==> config.mk <==
export PLATFORM = sky130hd
export DESIGN_NAME = gf_mult_seq_flat
export DESIGN_NICKNAME = d
export VERILOG_FILES = /design/src/rtl/gf_mult_seq_if.sv /design/src/rtl/gf_mult_seq.sv /design/src/flat_wrapper.sv
export SDC_FILE = /design/constraint.sdc
export NUM_CORES = 1
export LEC_CHECK = 0
export ABC_CLOCK_PERIOD_IN_PS = 1360
export CORE_MARGIN = 1.5
export CORE_UTILIZATION = 50
export CTS_BUF_LIST = sky130_fd_sc_hd__clkbuf_4 sky130_fd_sc_hd__clkbuf_8
export DETAILED_ROUTE_END_ITERATION = 10
export HOLD_SLACK_MARGIN = 0.02
export PLACE_DENSITY_LB_ADDON = 0.05
export SLEW_MARGIN = 20
export SYNTH_ARGS = -nofsm -noshare
export SYNTH_HDL_FRONTEND = slang
export SYNTH_SLANG_ARGS = --single-unit
==> constraint.sdc <==
create_clock -name clk -period 1.36 [get_ports clk]
set_input_delay 0.136 -clock clk [delete_from_list [all_inputs] [get_ports clk]]
set_output_delay 0.136 -clock clk [all_outputs]
set_load 0.005 [all_outputs]
==> src/rtl/gf_mult_seq_if.sv <==
// Operand/product handshake bundle for the sequential GF(2^BYTE) multiplier.
// The master supplies operands and consumes products; the slave is the multiplier.
interface gf_mult_seq_if #(
    parameter int BYTE = 8
);
    logic            in_valid;
    logic            in_ready;
    logic [BYTE-1:0] in_a;
    logic [BYTE-1:0] in_b;
    logic            out_valid;
    logic            out_ready;
    logic [BYTE-1:0] out_p;

    modport master (
        output in_valid, in_a, in_b, out_ready,
        input  in_ready, out_valid, out_p
    );

    modport slave (
        input  in_valid, in_a, in_b, out_ready,
        output in_ready, out_valid, out_p
    );
endinterface

==> src/rtl/gf_mult_seq.sv <==
// Shift-and-add GF(2^BYTE) multiplier, one partial product per cycle, fixed BYTE-cycle run.
// Product is valid BYTE cycles after accept and held in DONE until consumed.
module gf_mult_seq #(
    parameter int              BYTE = 8,
    parameter logic [BYTE-1:0] POLY = 8'h1B
) (
    input logic         clk,
    input logic         rst,
    gf_mult_seq_if.slave bus
);
    localparam int CW = $clog2(BYTE) + 1;
    localparam logic [CW-1:0] LAST = CW'(BYTE - 1);

    typedef enum logic [1:0] {IDLE, RUN, DONE} state_t;

    state_t          state_q;
    state_t          state_d;
    logic [BYTE-1:0] a_q;
    logic [BYTE-1:0] b_q;
    logic [BYTE-1:0] p_q;
    logic [CW-1:0]   cnt_q;

    function automatic logic [BYTE-1:0] xtime(input logic [BYTE-1:0] v);
        logic [BYTE-1:0] sh;
        sh = {v[BYTE-2:0], 1'b0};
        return v[BYTE-1] ? (sh ^ POLY) : sh;
    endfunction

    // Handshake outputs come only from the state register, never from inputs.
    assign bus.in_ready  = (state_q == IDLE);
    assign bus.out_valid = (state_q == DONE);
    assign bus.out_p     = (state_q == DONE) ? p_q : '0;

    always_ff @(posedge clk or posedge rst) begin
        if (rst) begin
            state_q <= IDLE;
        end else begin
            state_q <= state_d;
        end
    end

    always_comb begin
        state_d = state_q;
        unique case (state_q)
            IDLE: if (bus.in_valid) state_d = RUN;
            RUN:  if (cnt_q == LAST) state_d = DONE;
            DONE: if (bus.out_ready) state_d = IDLE;
            default: state_d = IDLE;
        endcase
    end

    always_ff @(posedge clk or posedge rst) begin
        if (rst) begin
            a_q   <= '0;
            b_q   <= '0;
            p_q   <= '0;
            cnt_q <= '0;
        end else begin
            unique case (state_q)
                IDLE: begin
                    if (bus.in_valid) begin
                        a_q   <= bus.in_a;
                        b_q   <= bus.in_b;
                        p_q   <= '0;
                        cnt_q <= '0;
                    end
                end
                RUN: begin
                    // No early exit on b_q==0 so latency never depends on operands.
                    if (b_q[0]) p_q <= p_q ^ a_q;
                    b_q   <= b_q >> 1;
                    a_q   <= xtime(a_q);
                    cnt_q <= cnt_q + 1'b1;
                end
                default: ;
            endcase
        end
    end
endmodule
==> src/flat_wrapper.sv <==
// flat-port wrapper written by rule: the top's interface ports become plain ports
module gf_mult_seq_flat 
#(
    parameter int              BYTE = 8,
    parameter logic [BYTE-1:0] POLY = 8'h1B
)
  (clk, rst, bus_in_valid, bus_in_a, bus_in_b, bus_out_ready, bus_in_ready, bus_out_valid, bus_out_p);
  gf_mult_seq_if #(.BYTE(BYTE)) bus_i ();
  input logic clk;
  input logic rst;
  input wire logic [$bits(bus_i.in_valid)-1:0] bus_in_valid;
  input wire logic [$bits(bus_i.in_a)-1:0] bus_in_a;
  input wire logic [$bits(bus_i.in_b)-1:0] bus_in_b;
  input wire logic [$bits(bus_i.out_ready)-1:0] bus_out_ready;
  output wire logic [$bits(bus_i.in_ready)-1:0] bus_in_ready;
  output wire logic [$bits(bus_i.out_valid)-1:0] bus_out_valid;
  output wire logic [$bits(bus_i.out_p)-1:0] bus_out_p;
  assign bus_i.in_valid = bus_in_valid;
  assign bus_i.in_a = bus_in_a;
  assign bus_i.in_b = bus_in_b;
  assign bus_i.out_ready = bus_out_ready;
  assign bus_in_ready = bus_i.in_ready;
  assign bus_out_valid = bus_i.out_valid;
  assign bus_out_p = bus_i.out_p;
  gf_mult_seq #(.BYTE(BYTE), .POLY(POLY)) u_core (.clk(clk), .rst(rst), .bus(bus_i));
endmodule
==> out/qor_table.md, run 1 <==
| Quantity | Reported | Unit |
| --- | --- | --- |
| Register bit total from synthesis | 30 | - |
| Path class of the lowest-slack min-delay path | in2async | - |
| Count of pins on the block boundary | 30 | - |
| TritonCTS clock tree | yes | - |
| Most frequent cell on the critical path | buf_6 | - |
| Worst setup EP type | output pin | - |
| Transition time at the pin with the least slew margin | 0.388 | ns |
| Via count of the first global-routing pass | 1239 | - |
| Crit path cell chain | nor2b_4 -> buf_6 -> buf_6 -> and2_4 -> buf_6 | - |
| Worst slack on hold paths | 0.169 | ns |
| Vias | 1365 | - |
| Max transition margin | 74.1 | % |
| Final routed DRC violation total | 0 | - |
| Floorplan die width | 59.1 | µm |
| Routed WL | 3.60 | mm |
| RSZ-0062 raised after global routing | true | - |
| Post-route minimum period | 1.48 | ns |
| Number of nets in the finished design | 235 | - |
| Clock skew after layout | 0.00669 | ns |
| Clock-pin slew on the worst setup and hold paths | 0.09 | ns |
| Starting DRT DRC Count | 26 | - |
| Largest driver fanout on the critical path | 3 | - |
| Crit path launch type | flip-flop | - |
| Final Wtd Congestion | 0.819 | - |
| Register area share after synthesis | 47.7 | % |
| Outcome | finished with violations | - |
| Final cell utilization of the core | 74.7 | % |
| Syn Std Cell Area | 1570 | µm² |
| Data required time at the worst endpoint | 1.22 | ns |
| Number of buffers inserted by port buffering | 29 | - |
| Mapped Cells | 162 | - |
| Clock latency on the worst-skew pair | 0.33 | ns |
| Count of buffer and inverter cells on the critical path | 3 | - |
| Least setup slack across all paths after layout | -0.115 | ns |
| Post-Syn Nets | 183 | - |
| Peak supply drop | 1210 | µV |
| Total inserted antenna cells | 0 | - |
| Failing checks | negative setup slack | - |
| Slowest cell on the critical path | dfrtp_1 | - |
| Cell at the root of the clock tree | clkbuf_4 | - |
| Count of hold buffers inserted by post-cts repair | 0 | - |
| Filler Cell Count | 217 | - |
| Global-route congestion overflow total | 0 | - |
| Clock H-tree levels | 2 | - |
| Power density of the placed cells | 1880 | nW/µm² |
| Die height | 59.1 | µm |
| Library cells used by synthesis | 26 | - |
| Fmax achieved | 678 | MHz |
| Worst setup path class | reg2out | - |
| Residual antenna-violating net count after detailed routing | 0 | - |
| Share of layout cells above drive strength 1 | 32.6 | % |
| Pin count of the biggest net entering global routing | 31 | - |
| Via-per-instance ratio | 5.27 | - |
| First drt pass iteration count | 4 | - |
| Average size of a mapped cell | 9.72 | µm² |
| Die area | 3490 | µm² |
| Total of endpoints with negative setup slack in the final report | 18 | - |
| Critical Path Max Stage Delay | 0.43 | ns |
| Initial standard-cell utilization of the core | 52.0 | % |
| Max-cap violations | 0 | - |
| Max-slew violation count | 0 | - |
| Average detailed-routed wire length per instance | 13.9 | µm |
| Wire length of the first global-routing pass | 5.65 | mm |
| Max Buffers Root-to-Sink | 2 | - |
| Critical Path AT | 1.34 | ns |
| Clock buffers created by TritonCTS | 5 | - |
| LEAKAGE | 0.000999 | µW |
| Antenna violations before repair | 0 | - |
| Clk sinks | 30 | - |
| CP delay by family, top | flip-flops | - |
| Layout Area Growth over Synthesis | 43.7 | % |
| Total core area | 3030 | µm² |
| Warning count from the yosys run | 0 | - |
| Share of the clock period used by the worst path after layout | 108 | % |
| GRT Overall Usage | 22.4 | % |
| Number of rows in the core area | 20 | - |
| Number of hold violations in the final report | 0 | - |
| Detailed Place HPWL | 2.29 | mm |
[state kept, by name, summed over array words and instances (netlist names)]
name	cells
u_core.a_q	8
u_core.b_q	8
u_core.p_q	8
u_core.cnt_q	4
u_core.state_q	2
[cell families (layout without fill, tap and decap cells)]
logic type      count (synthesis)  count (layout)  synth area share, %
compound gates                 49              49                 19.2
xor+xnor                       11              11                 6.12
fa+ha+maj                       1               1                0.795
buf+inv                        17              70                 5.56
flops                          30              30                 47.7
simple gates                   54              54                 20.6
[synthesized netlist by cell type]
| cell type | n | area share, % |
|---|---|---|
| a21o_1 | 2 | 0.95 |
| a21oi_1 | 13 | 4.1 |
| buf_4 | 2 | 0.95 |
| nand3_1 | 2 | 0.64 |
| nor2_1 | 12 | 2.9 |
| nor3b_1 | 1 | 0.48 |
| buf_2 | 7 | 2.2 |
| nand2b_1 | 1 | 0.40 |
| xor2_1 | 8 | 4.5 |
| and2_1 | 8 | 3.2 |
| xnor2_1 | 3 | 1.7 |
| o22ai_1 | 2 | 0.79 |
| nand4b_1 | 8 | 4.5 |
| a22oi_1 | 12 | 5.7 |
| nor3b_4 | 1 | 1.2 |
| o21ai_0 | 7 | 2.2 |
| o21ai_1 | 8 | 2.5 |
| nand2_1 | 6 | 1.4 |
| ha_1 | 1 | 0.79 |
| buf_6 | 1 | 0.72 |
| o21bai_1 | 2 | 0.95 |
| a221o_1 | 3 | 1.9 |
| inv_1 | 3 | 0.72 |
| dfrtp_1 | 30 | 48 |
| clkbuf_1 | 4 | 0.95 |
| nor2b_1 | 15 | 6.0 |
[final timing paths]
kind                                        start                end  slack, ns  cells after the start
worst max-delay path            u_core.state_q[0]       bus_out_p[0]      -0.12                      5
worst min-delay path                          rst      u_core.p_q[3]       0.17                      3
worst max register to register  u_core.state_q[0]      u_core.p_q[6]      -0.05                      5
worst min register to register    u_core.cnt_q[0]    u_core.cnt_q[0]       0.53                      1
max in group asynchronous                     rst      u_core.p_q[6]       0.90                      3
min in group clk                    bus_out_ready  u_core.state_q[1]       0.35                      2
[cells in the final DEF (no fill, tap or decap), types with 4 or more instances in the layout]
cell | synthesis | layout
nor2_2 | 0 | 4
clkbuf_4 | 0 | 6
buf_4 | 2 | 17
clkdlybuf4s50_1 | 0 | 19
nand2_1 | 6 | 5
o21ai_1 | 8 | 12
a22oi_1 | 12 | 8
and2_4 | 0 | 4
dfrtp_1 | 30 | 30
nand4b_1 | 8 | 8
and2_1 | 8 | 4
nor2_1 | 12 | 6
a21oi_1 | 13 | 12
a22oi_2 | 0 | 4
nor2b_1 | 15 | 13
xor2_1 | 8 | 8
buf_6 | 1 | 15
buf_2 | 7 | 6
[final cells by class]
class                           count  area (µm²)  share of cell area (%)
Sequential cell                    30         751                    33.2
Clock inverter                      1        5.00                   0.221
Clock buffer                        7        58.8                    2.60
Tap cell                           44        55.1                    2.43
Multi-Input combinational cell    115         830                    36.7
Inverter                            3        11.3                   0.498
Timing Repair Buffer               59         552                    24.4
[layer usage]
metal	GRT usage (%)	part of all wire (%)	up-vias
met1	26.4	44	655
met2	38.4	51	33
met4	11.7	1.9	0
li1	-	-	670
met5	0	0	-
met3	4.59	3.6	7
[power breakdown]
| group | switching [µW] | total (µW) | internal [µW] |
|---|---|---|---|
| clock | 310 | 580 | 270 |
| sequential | 376 | 1650 | 1280 |
| combinational | 912 | 2020 | 1110 |
[tightest hold or removal path, stage by stage]
cell and delay [ns]:
clkdlybuf4s50_1 0.40, inv_1 0.05, buf_4 0.34
[through the flow]
step | setup TNS [ns] | setup slack, ns | instance area (µm²) | total power [µW] | instances
2_1_floorplan | 0 | 0.129 | 1570 | 2720 | 162
3_3_place_gp | -0.874 | -0.0613 | 1960 | 3080 | 237
3_5_place_dp | -1.05 | -0.0835 | 1960 | 3170 | 237
4_1_cts | -0.486 | -0.118 | 2110 | 3930 | 252
5_1_grt | -2.12 | -0.174 | 2260 | 4560 | 259
6_report | -0.842 | -0.115 | 2260 | 4250 | 259
[what timing repair did]
item,4_1_cts,5_1_grt
setup endpoints to repair,10,36
gates cloned,1,1
setup buffers,6,7
resized for setup,65,30
pin swaps,8,9
Note: power is estimated with default switching activity, not from simulation.
==> run 2, diff against run 1 <==
--- a/config.mk
+++ b/config.mk
@@ -10,6 +10,7 @@
 export CORE_UTILIZATION = 50
 export CTS_BUF_LIST = sky130_fd_sc_hd__clkbuf_4 sky130_fd_sc_hd__clkbuf_8
 export DETAILED_ROUTE_END_ITERATION = 10
+export GPL_TIMING_DRIVEN = 0
 export HOLD_SLACK_MARGIN = 0.02
 export PLACE_DENSITY_LB_ADDON = 0.05
 export SLEW_MARGIN = 20
==> out/qor_table.md, run 2 (synthesis gave the netlist of run 1 again) <==
| Quantity | Reported | Unit | Change |
| --- | --- | --- | --- |
| Outcome | finished with violations | - |  |
| Failing checks | negative setup slack | - |  |
| Share of layout cells above drive strength 1 | 26.7 | % | -5.9 points |
| GRT Overall Usage | 24.4 | % | +2.0 points |
| Proportion of power drawn by the clock network | 14.4 | % | +0.8 points |
| Max transition margin | 57.7 | % | -16 points |
| Clock-pin slew on the worst setup and hold paths | 0.09 | ns | about the same |
| Wire length of the first global-routing pass | 6.22 | mm | +10% |
| Global-route congestion overflow total | 0 | - | unchanged |
| Placed cells | 235 | - | -0.84% |
| Power density of the placed cells | 1870 | nW/µm² | -0.52% |
| Final sum of negative setup slack | -0.463 | ns | +0.380 ns |
| Peak supply drop | 1080 | µV | -11% |
| Clock skew after layout | 0.00831 | ns | +0.00162 ns |
| Switching power share of the total | 37.6 | % | about the same |
| Share of the clock period used by the worst path after layout | 104 | % | -4.3 points |
| RSZ-0062 raised after global routing | true | - |  |
| Via-per-instance ratio | 5.41 | - | +2.6% |
| Part of the total power dissipated in sequential elements | 39.5 | % | +0.6 points |
| Number of rows in the core area | 20 | - | unchanged |
| Commonest cells after routing, fill and taps aside | dfrtp_1 (28), clkdlybuf4s50_1 (19), buf_6 (14) | - |  |
| Total power | 4060 | µW | -4.4% |
| Data required time at the worst endpoint | 1.22 | ns | about the same |
| Total inserted antenna cells | 0 | - | unchanged |
| Max Buffers Root-to-Sink | 2 | - | unchanged |
| Die area | 3490 | µm² | unchanged |
| Non-filler instance count after layout | 254 | - | -1.9% |
| Die height | 59.1 | µm | unchanged |
| Routed WL | 3.88 | mm | +7.7% |
| Worst setup EP type | output pin | - |  |
| Fmax achieved | 705 | MHz | +4.1% |
| Number of hold violations in the final report | 0 | - | unchanged |
| Largest driver fanout on the critical path | 5 | - | +2 |
| Crit path launch type | flip-flop | - |  |
| Worst setup path class | reg2out | - |  |
| Clock H-tree levels | 2 | - | unchanged |
| Switching power of the nets | 1530 | µW | -4.4% |
| Combinational power share | 46.1 | % | -1.4 points |
| Clock latency on the worst-skew pair | 0.34 | ns | about the same |
| Worst slack on hold paths | 0.193 | ns | +0.0239 ns |
| Post-route minimum period | 1.42 | ns | -0.0579 ns |
| Transition time at the pin with the least slew margin | 0.633 | ns | +0.245 ns |
| Count of pins on the block boundary | 30 | - | unchanged |
| Filler Cell Count | 238 | - | +9.7% |
| Clk sinks | 30 | - | unchanged |
| Max-slew violation count | 0 | - | unchanged |
| Final routed DRC violation total | 0 | - | unchanged |
| Antenna violations before repair | 0 | - | unchanged |
| Most frequent standard cell in the layout excluding fill and tap cells | dfrtp_1 | - |  |
| Detailed Place HPWL | 2.46 | mm | +7.3% |
| Initial standard-cell utilization of the core | 52.0 | % | unchanged |
| Floorplan die width | 59.1 | µm | unchanged |
| Least setup slack across all paths after layout | -0.0576 | ns | +0.0579 ns |
| Residual antenna-violating net count after detailed routing | 0 | - | unchanged |
| Critical Path AT | 1.28 | ns | -0.06 ns |
| Total core area | 3030 | µm² | unchanged |
| Vias | 1373 | - | +0.59% |
| Final Wtd Congestion | 0.871 | - | +6.3% |
| First drt pass iteration count | 4 | - | unchanged |
| Total of endpoints with negative setup slack in the final report | 9 | - | -9 |
| Path class of the lowest-slack min-delay path | in2async | - |  |
| Max-cap violations | 0 | - | unchanged |
| Via count of the first global-routing pass | 1345 | - | +8.6% |
| Biggest regs | u_core.a_q: 8 flops, u_core.b_q: 8 flops, u_core.p_q: 8 flops | - |  |
| LEAKAGE | 0.000964 | µW | -3.6% |
| Layout Area Growth over Synthesis | 38.1 | % |  |
| Count of hold buffers inserted by post-cts repair | 0 | - | unchanged |
| TritonCTS clock tree | yes | - |  |
| Pin count of the biggest net entering global routing | 31 | - | unchanged |
| Int Power | 2540 | µW | -4.4% |
| Number of nets in the finished design | 230 | - | -2.1% |
| Cell at the root of the clock tree | clkbuf_4 | - |  |
| Starting DRT DRC Count | 68 | - | +160% |
| Number of buffers inserted by port buffering | 29 | - | unchanged |
| Average detailed-routed wire length per instance | 15.3 | µm | +9.9% |
| Clock buffers created by TritonCTS | 5 | - | unchanged |
## run 2: critical path, cell delays in order, from the launching register on
cell     delay [ns]
dfrtp_2        0.44
nor2b_4        0.14
buf_6          0.12
and2_1         0.12
buf_2          0.12
## run 2: power by group through the flow
| stage | combinational (µW) | clock (µW) | sequential, µW |
|---|---|---|---|
| 6_report | 1870 | 583 | 1610 |
| 5_1_grt | 2080 | 622 | 1650 |
| 4_1_cts | 1740 | 594 | 1570 |
| 3_5_place_dp | 1570 | 0 | 1580 |
| 3_3_place_gp | 1510 | 0 | 1560 |
| 2_1_floorplan | 1220 | 0 | 1500 |
## run 2: path summary, 6_finish.rpt
kind / startpoint / to / slack [ns] / cells past startpoint
worst max-delay path: u_core.state_q[1] / bus_out_p[5] / -0.06 / 4
worst min-delay path: rst / u_core.p_q[3] / 0.19 / 2
worst max register to register: u_core.state_q[0] / u_core.p_q[0] / 0.05 / 6
worst min register to register: u_core.b_q[7] / u_core.b_q[6] / 0.53 / 2
max in group asynchronous: rst / u_core.state_q[0] / 0.72 / 2
min in group clk: bus_in_b[7] / u_core.b_q[7] / 0.35 / 3
## run 2: stage by stage
step | instance area (µm²) | setup WS (ns) | utilization, %
floorplan | 1570 | 0.129 | -
detailed placement | 1920 | -0.269 | 63.4
CTS | 2070 | -0.162 | 68.4
global route | 2170 | -0.0998 | 71.8
global placement | 1920 | -0.227 | 63.4
finish | 2170 | -0.0576 | 71.8
## run 2: timing repair
action / in CTS / in global routing
setup endpoints to repair: 12 / 35
buffers inserted: 6 / 7
resized for setup: 65 / 20
pin swaps: 9 / 3
gates cloned: 1 / 0
## run 2: layout make-up
class	instances	area, µm²	area share [%]
buffer	11	109	5.01
clock buffer	7	58.8	2.71
clock inverter	1	5.00	0.230
inverter	3	11.3	0.518
multi-input combinational	115	787	36.2
sequential	30	753	34.7
tap	44	55.1	2.53
timing repair buffer	43	394	18.1
## run 2: layer usage
metal | share of wire (%) | up-vias | track usage (%)
li1 | - | 657 | -
met1 | 42 | 664 | 29.4
met2 | 50 | 43 | 41.0
met3 | 5.9 | 9 | 5.90
met4 | 2.2 | 0 | 11.4
met5 | 0 | - | 0
==> run 3, diff against run 2 <==
--- a/config.mk
+++ b/config.mk
@@ -5,6 +5,7 @@
 export SDC_FILE = /design/constraint.sdc
 export NUM_CORES = 1
 export LEC_CHECK = 0
+export ABC_AREA = 1
 export ABC_CLOCK_PERIOD_IN_PS = 1360
 export CORE_MARGIN = 1.5
 export CORE_UTILIZATION = 50
==> out/qor_table.md, run 3 <==
| Quantity | Reported | Unit | Change |
| --- | --- | --- | --- |
| Outcome | finished with violations | - |  |
| Failing checks | negative setup slack | - |  |
| Final routed DRC violation total | 0 | - | unchanged |
| Count of pins on the block boundary | 30 | - | unchanged |
| Total core area | 3080 | µm² | +1.7% |
| LEAKAGE | 0.00113 | µW | +18% |
| Share of the clock period used by the worst path after layout | 107 | % | +2.5 points |
| Biggest regs | u_core.a_q: 8 flops, u_core.b_q: 8 flops, u_core.p_q: 8 flops | - |  |
| Largest driver fanout on the critical path | 8 | - | +3 |
| Number of hold violations in the final report | 0 | - | unchanged |
| Average detailed-routed wire length per instance | 11.9 | µm | -22% |
| Mapped Cells | 224 | - | +38% |
| Detailed Place HPWL | 2.49 | mm | +1.4% |
| Proportion of netlist area held by the largest area contributor | 45.6 | % | -2.1 points |
| Via-per-instance ratio | 4.93 | - | -8.8% |
| Commonest cells after routing, fill and taps aside | nand2_1 (101), dfrtp_1 (30), clkdlybuf4s50_1 (19) | - |  |
| GRT Overall Usage | 23.3 | % | -1.1 points |
| Final Wtd Congestion | 0.772 | - | -11% |
| Register bit total from synthesis | 30 | - | unchanged |
| Peak supply drop | 1130 | µV | +5.1% |
| Top post-synthesis cells by area | dfrtp_1 (46%), nand2_1 (23%), nand4_1 (6.5%) | - |  |
| Die area | 3640 | µm² | +4.3% |
| Layout Area Growth over Synthesis | 31.2 | % |  |
| Clock skew after layout | 0.00697 | ns | -0.00134 ns |
| Warning count from the yosys run | 0 | - | unchanged |
| Clock-pin slew on the worst setup and hold paths | 0.09 | ns | about the same |
| Worst setup path class | reg2out | - |  |
| Max-slew violation count | 0 | - | unchanged |
| Via count of the first global-routing pass | 1430 | - | +6.3% |
| Data required time at the worst endpoint | 1.22 | ns | about the same |
| Share of layout cells above drive strength 1 | 20.4 | % | -6.3 points |
| Library cells used by synthesis | 17 | - | -35% |
| Power density of the placed cells | 2050 | nW/µm² | +9.9% |
| Minimum setup slack after placement | -0.262 | ns | +0.00757 ns |
| Most frequent cell on the critical path | buf_6 | - |  |
| Vias | 1548 | - | +13% |
| Max transition margin | 58.6 | % | +0.86 points |
| Critical Path AT | 1.31 | ns | +0.03 ns |
| Max Buffers Root-to-Sink | 2 | - | unchanged |
| Post-Syn Nets | 245 | - | +34% |
| Library cell with the highest instance count after synthesis | nand2_1 | - |  |
| Crit path launch type | flip-flop | - |  |
| Number of rows in the core area | 20 | - | unchanged |
| Count of buffer and inverter cells on the critical path | 4 | - | +2 |
| First drt pass iteration count | 4 | - | unchanged |
| Crit path cell chain | buf_6 -> nor2_4 -> buf_6 -> inv_8 -> nor2_2 -> buf_2 | - |  |
| Clock latency on the worst-skew pair | 0.33 | ns | about the same |
| Total of endpoints with negative setup slack in the final report | 9 | - | unchanged |
| Area of the multi-input gates | 761 | µm² | -3.3% |
| Worst slack on hold paths | 0.199 | ns | +0.00608 ns |
| Initial standard-cell utilization of the core | 53.5 | % | +1.5 points |
| Clock H-tree levels | 2 | - | unchanged |
| Post-route minimum period | 1.45 | ns | +0.0334 ns |
| Pin count of the biggest net entering global routing | 31 | - | unchanged |
| Largest area contributor in the synthesized netlist | dfrtp_1 | - |  |
| Die height | 60.4 | µm | +2.1% |
| Number of buffers inserted by port buffering | 29 | - | unchanged |
| Global-route congestion overflow total | 0 | - | unchanged |
| Max-cap violations | 0 | - | unchanged |
| Count of hold buffers inserted by post-cts repair | 0 | - | unchanged |
| Syn Std Cell Area | 1650 | µm² | +4.5% |
| Routed WL | 3.74 | mm | -3.7% |
| Wire length of the first global-routing pass | 6.23 | mm | +0.23% |
| Average size of a mapped cell | 7.35 | µm² | -24% |
| Antenna violations before repair | 0 | - | unchanged |
| Clk sinks | 30 | - | unchanged |
| Ranking of synthesized cells by instance count | nand2_1 (101), dfrtp_1 (30), nor2_1 (20), inv_1 (19), nand4_1 (17) | - |  |
| Most frequent standard cell in the layout excluding fill and tap cells | nand2_1 | - |  |
| Starting DRT DRC Count | 68 | - | unchanged |
| Register area share after synthesis | 45.6 | % | -2.1 points |
| Cell at the root of the clock tree | clkbuf_4 | - |  |
| Fmax achieved | 689 | MHz | -2.3% |
| Path class of the lowest-slack min-delay path | in2async | - |  |
| Final sum of negative setup slack | -0.682 | ns | -0.219 ns |
| Area taken by flip-flops and latches | 751 | µm² | -0.33% |
| CP delay by family, top | buffers and inverters | - |  |
| Non-filler instance count after layout | 314 | - | +24% |
| Residual antenna-violating net count after detailed routing | 0 | - | unchanged |
| Floorplan die width | 60.4 | µm | +2.1% |
| Most used flip-flop cell after synthesis | dfrtp_1 | - |  |
| Critical Path Max Stage Delay | 0.40 | ns | -0.04 ns |
| Slowest cell on the critical path | dfrtp_1 | - |  |
| Async S/R FF share, synth | 100 | % | unchanged |
| TritonCTS clock tree | yes | - |  |
| Total inserted antenna cells | 0 | - | unchanged |
| Clock buffers created by TritonCTS | 5 | - | unchanged |
| Worst setup EP type | output pin | - |  |
| Transition time at the pin with the least slew margin | 0.620 | ns | -0.0128 ns |
| Placed cells | 297 | - | +26% |
| Least setup slack across all paths after layout | -0.0910 | ns | -0.0334 ns |
| RSZ-0062 raised after global routing | true | - |  |
| Filler Cell Count | 277 | - | +16% |
| Number of enable-type register cells in the synthesized netlist | 0 | - | unchanged |
| Number of nets in the finished design | 292 | - | +27% |
run 3: changes by cell type after synthesis, moves of 4 or more:
| cell | change |
|---|---|
| inv_1 | +16 |
| buf_2 | -5 |
| nand2_1 | +95 |
| nor2b_1 | -15 |
| a21oi_1 | -13 |
| clkbuf_1 | -4 |
| a22oi_1 | -12 |
| and2_1 | -8 |
| xor2_1 | -8 |
| nand4b_1 | -8 |
| nand4_1 | +17 |
| nor2_1 | +8 |
| nand3_1 | +5 |
run 3: kinds of logic after synthesis:
group,Yosys count,share of synthesized area [%]
simple gates,150,39.5
buf+inv,31,9.96
flops,30,45.6
compound gates,12,4.11
fa+ha+maj,1,0.760
run 3: cell type report:
| class | count | area share [%] |
|---|---|---|
| Multi-Input combinational cell | 163 | 35.2 |
| Sequential cell | 30 | 34.8 |
| Timing Repair Buffer | 41 | 17.2 |
| Inverter | 21 | 4.12 |
| Buffer | 9 | 3.77 |
| Tap cell | 44 | 2.55 |
| Clock buffer | 6 | 2.38 |
run 3: power breakdown:
part / switching [µW] / leakage [µW] / total (µW) / internal [µW]
Combinational: 1300 / 0.000729 / 2300 / 1000
Sequential: 307 / 0.000375 / 1610 / 1310
Clock: 289 / 0.0000302 / 522 / 233
run 3: worst paths after layout:
| path | slack, ns | startpoint | endpoint | cells after the start |
|---|---|---|---|---|
| setup / recovery | -0.09 | u_core.state_q[0] | bus_out_p[0] | 6 |
| hold / removal | 0.20 | rst | u_core.b_q[0] | 2 |
| setup reg to reg | 0.08 | u_core.state_q[0] | u_core.p_q[6] | 7 |
| hold reg to reg | 0.49 | u_core.b_q[2] | u_core.b_q[2] | 2 |
| max in group asynchronous | 0.75 | rst | u_core.state_q[1] | 2 |
| min in group clk | 0.37 | bus_in_a[4] | u_core.a_q[4] | 3 |
run 3: per-layer routing:
metal / routed length [µm] / vias to the layer above / global-route usage [%]
met3: 140 / 8 / 6.40
met1: 1710 / 711 / 28.9
met5: 0 / - / 0
li1: - / 793 / -
met4: 54 / 0 / 6.67
met2: 1830 / 36 / 39.9
run 3: repair_timing:
| item | CTS | global route |
|---|---|---|
| pin swaps | 1 | 4 |
| cloned | 0 | 1 |
| buffers inserted | 7 | 5 |
| endpoints found under the setup margin | 10 | 21 |
| gates resized for setup | 45 | 11 |
run 3: metrics by stage:
step | total power, µW | instance area, µm² | util (%)
2_1_floorplan | 3110 | 1650 | -
3_3_place_gp | 3580 | 1990 | 64.7
3_5_place_dp | 3620 | 1990 | 64.7
4_1_cts | 4250 | 2080 | 67.7
5_1_grt | 4880 | 2160 | 70.1
6_report | 4430 | 2160 | 70.1
